[src/rtl/sequenciador_ula.sv]
// sequenciador_ula: four-state multicycle sequencer for the 16-bit ULA.
// It accepts one instruction at a time over a valid/ready handshake and owns
// an 8 x 16 register bank. It drives registered operands and an opcode into
// an external combinational ULA, captures the result and writes it back.
//
// Optional feature macro: FLAGS_EN.
//   When defined, Zero and Neg are registered flags taken from the value
//   written by each legal writeback.
//   When undefined, no flag registers exist and both ports are tied to 0.
module sequenciador_ula #(
  parameter logic [15:0] RESET_VALUE = 16'h0000
) (
  input  logic        Clock,
  input  logic        Reset,
  input  logic [15:0] Instr,
  input  logic        InstrValid,
  output logic        InstrReady,
  output logic        Done,
  output logic        IllegalOp,
  output logic [15:0] UlaA,
  output logic [15:0] UlaB,
  output logic [2:0]  UlaOp,
  input  logic [15:0] UlaResul,
  input  logic [2:0]  RegSel,
  output logic [15:0] RegData,
  output logic        Zero,
  output logic        Neg
);

  typedef enum logic [1:0] {
    IDLE = 2'd0,
    LOAD = 2'd1,
    EXEC = 2'd2,
    WB   = 2'd3
  } state_t;

  localparam logic [2:0] OP_ADD  = 3'b000;
  localparam logic [2:0] OP_SUB  = 3'b001;
  localparam logic [2:0] OP_NAND = 3'b010;
  localparam logic [2:0] OP_MVI  = 3'b011;
  localparam logic [2:0] OP_MV   = 3'b111;

  state_t      state_q, state_d;
  logic [15:0] ir_q, ir_d;
  logic [15:0] ula_a_q, ula_a_d;
  logic [15:0] ula_b_q, ula_b_d;
  logic [2:0]  ula_op_q, ula_op_d;
  logic [15:0] res_q, res_d;
  logic        done_q, done_d;
  logic        illegal_q, illegal_d;
  logic [15:0] bank_q [8];
  logic [15:0] bank_d [8];

`ifdef FLAGS_EN
  logic        zero_q, zero_d;
  logic        neg_q, neg_d;
`endif

  // Fields of the latched instruction word.
  logic [2:0]  ir_op;
  logic [2:0]  ir_rx;
  logic [2:0]  ir_ry;
  logic [6:0]  ir_imm7;
  logic        ir_legal;

  assign ir_op   = ir_q[15:13];
  assign ir_rx   = ir_q[12:10];
  assign ir_ry   = ir_q[9:7];
  assign ir_imm7 = ir_q[6:0];

  // Only five opcodes are implemented; the rest are reported as illegal.
  function automatic logic op_legal(input logic [2:0] op);
    case (op)
      OP_ADD, OP_SUB, OP_NAND, OP_MVI, OP_MV: op_legal = 1'b1;
      default:                                op_legal = 1'b0;
    endcase
  endfunction

  // ULA opcode presented for a given instruction opcode: mvi reuses the ULA
  // pass-B path, and illegal opcodes park the ULA on add (result is dropped).
  function automatic logic [2:0] ula_sel(input logic [2:0] op);
    if (op == OP_MVI) begin
      ula_sel = OP_MV;
    end else if (op_legal(op)) begin
      ula_sel = op;
    end else begin
      ula_sel = OP_ADD;
    end
  endfunction

  assign ir_legal = op_legal(ir_op);

  // Next-state, operand, result and writeback logic of the sequencer.
  always_comb begin
    state_d   = state_q;
    ir_d      = ir_q;
    ula_a_d   = ula_a_q;
    ula_b_d   = ula_b_q;
    ula_op_d  = ula_op_q;
    res_d     = res_q;
    done_d    = 1'b0;
    illegal_d = 1'b0;
    bank_d    = bank_q;
`ifdef FLAGS_EN
    zero_d    = zero_q;
    neg_d     = neg_q;
`endif
    case (state_q)
      IDLE: begin
        // Instr and InstrValid only matter here; the word is latched so the
        // source is free to change it after the handshake edge.
        if (InstrValid) begin
          ir_d    = Instr;
          state_d = LOAD;
        end
      end
      LOAD: begin
        // Both operands are read from the pre-write bank, so rx == ry sees
        // the same value on A and B.
        ula_a_d  = bank_q[ir_rx];
        ula_b_d  = (ir_op == OP_MVI) ? {9'b0, ir_imm7} : bank_q[ir_ry];
        ula_op_d = ula_sel(ir_op);
        state_d  = EXEC;
      end
      EXEC: begin
        res_d     = UlaResul;
        done_d    = 1'b1;
        illegal_d = ~ir_legal;
        state_d   = WB;
      end
      WB: begin
        if (ir_legal) begin
          bank_d[ir_rx] = res_q;
`ifdef FLAGS_EN
          zero_d = (res_q == 16'h0000);
          neg_d  = res_q[15];
`endif
        end
        state_d = IDLE;
      end
      default: begin
        state_d = IDLE;
      end
    endcase
  end

  // State and datapath registers; reset aborts any in-flight instruction.
  always_ff @(posedge Clock or posedge Reset) begin
    if (Reset) begin
      state_q   <= IDLE;
      ir_q      <= 16'h0000;
      ula_a_q   <= 16'h0000;
      ula_b_q   <= 16'h0000;
      ula_op_q  <= 3'b000;
      res_q     <= 16'h0000;
      done_q    <= 1'b0;
      illegal_q <= 1'b0;
      for (int i = 0; i < 8; i++) begin
        bank_q[i] <= RESET_VALUE;
      end
`ifdef FLAGS_EN
      zero_q    <= 1'b0;
      neg_q     <= 1'b0;
`endif
    end else begin
      state_q   <= state_d;
      ir_q      <= ir_d;
      ula_a_q   <= ula_a_d;
      ula_b_q   <= ula_b_d;
      ula_op_q  <= ula_op_d;
      res_q     <= res_d;
      done_q    <= done_d;
      illegal_q <= illegal_d;
      bank_q    <= bank_d;
`ifdef FLAGS_EN
      zero_q    <= zero_d;
      neg_q     <= neg_d;
`endif
    end
  end

  assign InstrReady = (state_q == IDLE);
  assign Done       = done_q;
  assign IllegalOp  = illegal_q;
  assign UlaA       = ula_a_q;
  assign UlaB       = ula_b_q;
  assign UlaOp      = ula_op_q;
  assign RegData    = bank_q[RegSel];

`ifdef FLAGS_EN
  assign Zero = zero_q;
  assign Neg  = neg_q;
`else
  assign Zero = 1'b0;
  assign Neg  = 1'b0;
`endif

endmodule
[config.mk]
export PLATFORM = sky130hd
export DESIGN_NAME = sequenciador_ula
export DESIGN_NICKNAME = d
export VERILOG_FILES = /design/src/rtl/sequenciador_ula.sv
export SDC_FILE = /design/constraint.sdc
export NUM_CORES = 1
export LEC_CHECK = 0
export BUFFER_PORTS_ARGS = -buffer_cell sky130_fd_sc_hd__buf_4
export CORE_MARGIN = 2
export CORE_UTILIZATION = 47
export DETAILED_ROUTE_END_ITERATION = 6
export GPL_TIMING_DRIVEN = 0
export HOLD_SLACK_MARGIN = 0.06
export PLACE_DENSITY = 0.68
export SETUP_SLACK_MARGIN = 0.4
export SLEW_MARGIN = 20
export SYNTH_ARGS = -nofsm -noshare
export SYNTH_HDL_FRONTEND = slang
export SYNTH_SLANG_ARGS = --single-unit
[constraint.sdc]
create_clock -name Clock -period 15.77 [get_ports Clock]
set_input_delay 0.7885 -clock Clock [delete_from_list [all_inputs] [get_ports Clock]]
set_output_delay 0.7885 -clock Clock [all_outputs]
set_load 0.05 [all_outputs]
# --- After elaboration in Yosys (flattened, before gate mapping) ---
# Index checks and enable logic that the tools add are counted.
word_totals:
  register_bits: 199
  inputBits: 38
  word_cells: 60
op_classes:
  n_lt_le_gt_ge: 4
  eq_ne: 8
  n_mux: 22
  bitwise_logic: 4
  reduce_logical: 6
op_table:
  columns: ["operator", "n"]
  rows:
  - ["$bmux 16 s3", 3]
  - ["$bwmux 128", 1]
  - ["$mux 16", 8]
  - ["$demux 16 s3", 1]
  - ["$ge 4x4->1 const B", 3]
  - ["$not 3->4", 3]
  - ["$pmux 2 s4", 1]
  - ["$eq 3x2->1 const B", 2]
  - ["$mux 3", 2]
  - ["$mux 1", 5]
  - ["$reduce_or 5->1", 1]
  - ["$eq 2x2->1 const B", 2]
  - ["$lt 4x1->1 const B", 1]
  - ["$reduce_and 2->1", 2]
  - ["$eq 3x1->1 const B", 1]
  - ["$eq 3x3->1 const B", 1]
  - ["$logic_not 3->1", 1]
  - ["$eq 2x1->1 const B", 1]
  - ["$logic_not 2->1", 1]
  - ["$mux 2", 1]
  - ["$ne 2x2->1 const B", 1]
  - ["$logic_and 1x1->1", 1]
  - ["$not 1->1", 1]

# --- Longest topological paths before layout ---
logic_depth:
  ltp_word: 7
  ltp_mapped: 6

# --- Worst setup path before layout ---
# OpenSTA, ideal clock, no wires.
synth_path:
  path_kind: "input to output"
  startpoint: "input RegSel[0]"
  endpoint: "output RegData[0]"
  arrival_time_ps: 2131
  required_time_ps: 14982
  path_slack_ps: 12850
  cell_stages: 4
  n_path_buf: 2
  path_cell_list: "buf_2 > buf_2 > mux4_2 > mux2_2"
synth_via:
  elab_chain_len: 4
synth_lines:
  columns: ["item", "line", "text"]
  rows:
  - ["from (decl)", "24", "input logic [2:0] RegSel,"]
  - ["$not 3->4 (implied by the code)", "188", "assign RegData = bank_q[RegSel];"]
  - ["$bmux 16 s3", "188", null]
  - ["$mux 16 (implied by the code) (2 in a row)", "188", null]
  - ["to (decl)", "25", "output logic [15:0] RegData,"]
# Every way passes these cells. The select of a mux whose other input is x is not followed.

# --- Final worst setup path ---
layout_path:
  startpoint: "input RegSel[2]"
  endpoint: "output RegData[8]"
# The elaborated chain is that of the path after synthesis.

==> results by group <==
Run status
  • Status: complete, no violations

Worst setup path
  • Critical-path top delay cell: clkbuf_1
  • Largest stage delay, worst path: 0.83 ns
  • Worst-path fanout max: 10
  • Startpoint types: primary input
  • Crit path required time: 14.98 ns
  • Critical path, cell by cell: buf_1, clkbuf_1, mux2_2, buf_4
  • WP data arrival: 2.71 ns
  • Kind of critical path: primary input to output pin
  • CP Capture Type: output pin

Routing
  • Wire length on met3: 2804 µm
  • DRC Markers: 0
  • WL/cell: 26.43 µm
  • Drt total wl: 31670 µm
  • Routed Antenna Nets: 0
  • Vias: 7503
  • Met1 wire length: 14080 µm
  • Via density: 6.263
  • DRT Pass-1 Iters: 6
  • Met2 wire len: 14060 µm
  • Top Metal Used: met4
  • Initial DRC Count: 745

Final layout
  • ANT cells: 0
  • Finished Layout Cells: 1198
  • Final #Nets: 943
  • Layout cell share with drive strength beyond 1: 0.4699
  • P&R area growth vs syn: 15.40%

Synthesis
  • XOR/XNOR Fraction of Synth Area: 0
  • Cell accounting for the most synthesized area: dfrtp_1
  • Largest family of logic cells by synthesized area: multiplexers
  • Synth area leaders: dfrtp_1 (46%), mux2_2 (20%), mux4_2 (9.3%)
  • Seq/Total Area, Yosys: 0.4567
  • Adder-Cell Fraction of Synth Area: 0.004590
  • Mapped Area: 0.01090 mm²
  • Count leader, synth: dfrtp_1
  • Post-Synth Simple-Gate Area: 0.05760
  • Ys async rst share: 1.000
  • Compound-Gate Fraction of Synth Area: 0.07183
  • Post-synthesis mux area share: 0.3649
  • Synth Flop Type: dfrtp_1
  • Syn Inst Count: 790
  • Yosys warnings: 0
  • Post-synth EDFFs: 0
  • Yosys reg bits: 199
  • Post-synthesis cell type count: 42
  • Avg Synthesized Cell Area: 13.80 µm²
  • Most common library cells after synthesis: dfrtp_1 (199), mux2_2 (189), mux2i_1 (48)
  • Yosys top cell area share: 0.4567

Timing
  • RSZ-0062 raised after global routing: false
  • Final Skew: 0.01302 ns
  • Fin crit share: 0.2218
  • Clock period minus worst slack: 3.497 ns
  • Setup TNS: 0 ns
  • Worst-margin pin slew: 1.034 ns
  • Final Setup Violations: 0
  • FMAX: 285.9 MHz
  • Hold Vio Cnt, Final: 0
  • Final Max Slew Viols: 0
  • Worst-case headroom to the max-slew limit: 0.3105

Run
  • Max Cap Viol: 0

Placement
  • Port-buffer cells: 89
  • Hpwl dp: 20600 µm
  • Final Wtd Congestion: 0.8742
  • Post-placement cell count: 1167

Power
  • NetSw: 0.001269 W
  • Comb pwr share: 0.512
  • Leakage: 5.761 nW
  • Worst ir drop on vdd: 0.00008808 V
  • P_int: 0.001663 W
  • Net Sw Frac: 0.4328
  • Flop pwr share: 0.334
  • Power Density: 233.0 mW/mm²
  • Clock group share of total power: 0.153

Floorplanning
  • Initial Utilization: 0.4802
  • Cell Rows: 55
  • Core ar.: 0.02271 mm²
  • Die height: 156.3 µm
  • Die area: 0.02443 mm²
  • DIE WIDTH: 156.3 µm
  • Io pins: 94

CTS
  • Clk sinks: 199
  • Number of setup buffers added after CTS: 0
  • Clock transition at the registers of the reported paths: 0.07 ns
  • Hold_buf cts: 0
  • Clock root cell: clkbuf_16
  • Clk Latency, worst-skew pair: 0.45 ns
  • Cts repair resizes: 0
  • CTS tree: done
  • H-tree lvl count: 4
  • Max Buffers Root-to-Sink: 2
  • Total CTS buffers: 17

Worst hold path
  • Worst Hold Class: primary input to asynchronous set/reset pin

GRT
  • First-pass GRT wire length: 47810 µm
  • Largest net degree at the start of global routing: 86
  • Initial antenna violation count: 0
  • Total GRT Usage: 0.2677
  • Grt total ovfl: 0
  • Vias in the first global route: 7466
power by group through the flow:
stage	clock, W	combinational [W]	sequential [W]
after floorplan	0	0.000980	0.00103
after global placement	0	0.00147	0.000978
after detailed placement	0	0.00149	0.000981
after CTS	0.000450	0.00150	0.000974
after global routing	0.000472	0.00159	0.00101
final	0.000449	0.00150	0.000981
flip-flops by register name, summed over array words and instances, names as in the netlist:
| register | flops |
|---|---|
| UlaB | 16 |
| state_q | 2 |
| ir_q | 16 |
| bank_q | 128 |
| UlaOp | 3 |
| IllegalOp | 1 |
| UlaA | 16 |
| res_q | 16 |
| Done | 1 |
cell type report:
class	instances	area [µm²]
plain buffers	68	416.7
clock buffers	21	470.5
clock inverters	10	117.6
fillers	1913	10130
inverters	17	71.32
multi-input cells	507	5448
flip-flops and latches	199	4980
well taps	285	356.6
repair buffers	91	723.2
final timing paths:
check / startpoint / to / slack [ns] / cells past startpoint
setup reg to reg: state_q[1] / UlaOp[0] / 13.21 / 5
setup / recovery: RegSel[2] / RegData[8] / 12.27 / 4
hold / removal: Reset / state_q[0] / 0.35 / 2
min in group Clock: ir_q[1] / ir_q[1] / 0.52 / 1
hold reg to reg: ir_q[1] / ir_q[1] / 0.52 / 1
max in group asynchronous: Reset / bank_q[85] / 14.33 / 4
per-layer routing:
layer  vias up  track usage
met5         -            0
met4         0      0.08257
met3        50      0.06813
met2       376       0.3944
met1      3866       0.3898
li1       3211            -
critical path, delay by kind of cell:
kind / cells / cell delay, ns
buffers and inverters: 3 / 1.47
multiplexers: 1 / 0.44
through the flow:
step / worst slack, ns / util / total power (W) / hold WS (ns) / area (µm²)
after floorplan: 9.556 / - / 0.002008 / 0.4733 / 10910
after global placement: 7.136 / 0.5255 / 0.002443 / 0.4962 / 11930
after detailed placement: 12.40 / 0.5282 / 0.002470 / 0.4943 / 12000
after CTS: 12.40 / 0.5541 / 0.002922 / 0.3739 / 12580
after global routing: 12.28 / 0.5541 / 0.003070 / 0.3843 / 12580
final: 12.27 / 0.5541 / 0.002932 / 0.3470 / 12580
cells by family after synthesis:
| family | Yosys count |
|---|---|
| AOI/OAI and AO/OA | 100 |
| adders and majority gates | 4 |
| buffers and inverters | 85 |
| DFF | 199 |
| muxes | 307 |
| other | 1 |
| and+or+nand+nor | 94 |
layout by cell type, fill, tap and decap left out, types with 17 or more instances in the layout:
| cell type | instances |
|---|---|
| nand3_1 | 17 |
| mux2i_1 | 48 |
| clkbuf_16 | 17 |
| buf_4 | 102 |
| clkbuf_1 | 22 |
| mux2_2 | 189 |
| mux4_2 | 45 |
| o22ai_1 | 19 |
| buf_2 | 21 |
| nor2b_1 | 45 |
| dfrtp_1 | 199 |
| mux2_4 | 20 |
(Power assumes the default switching activity.)
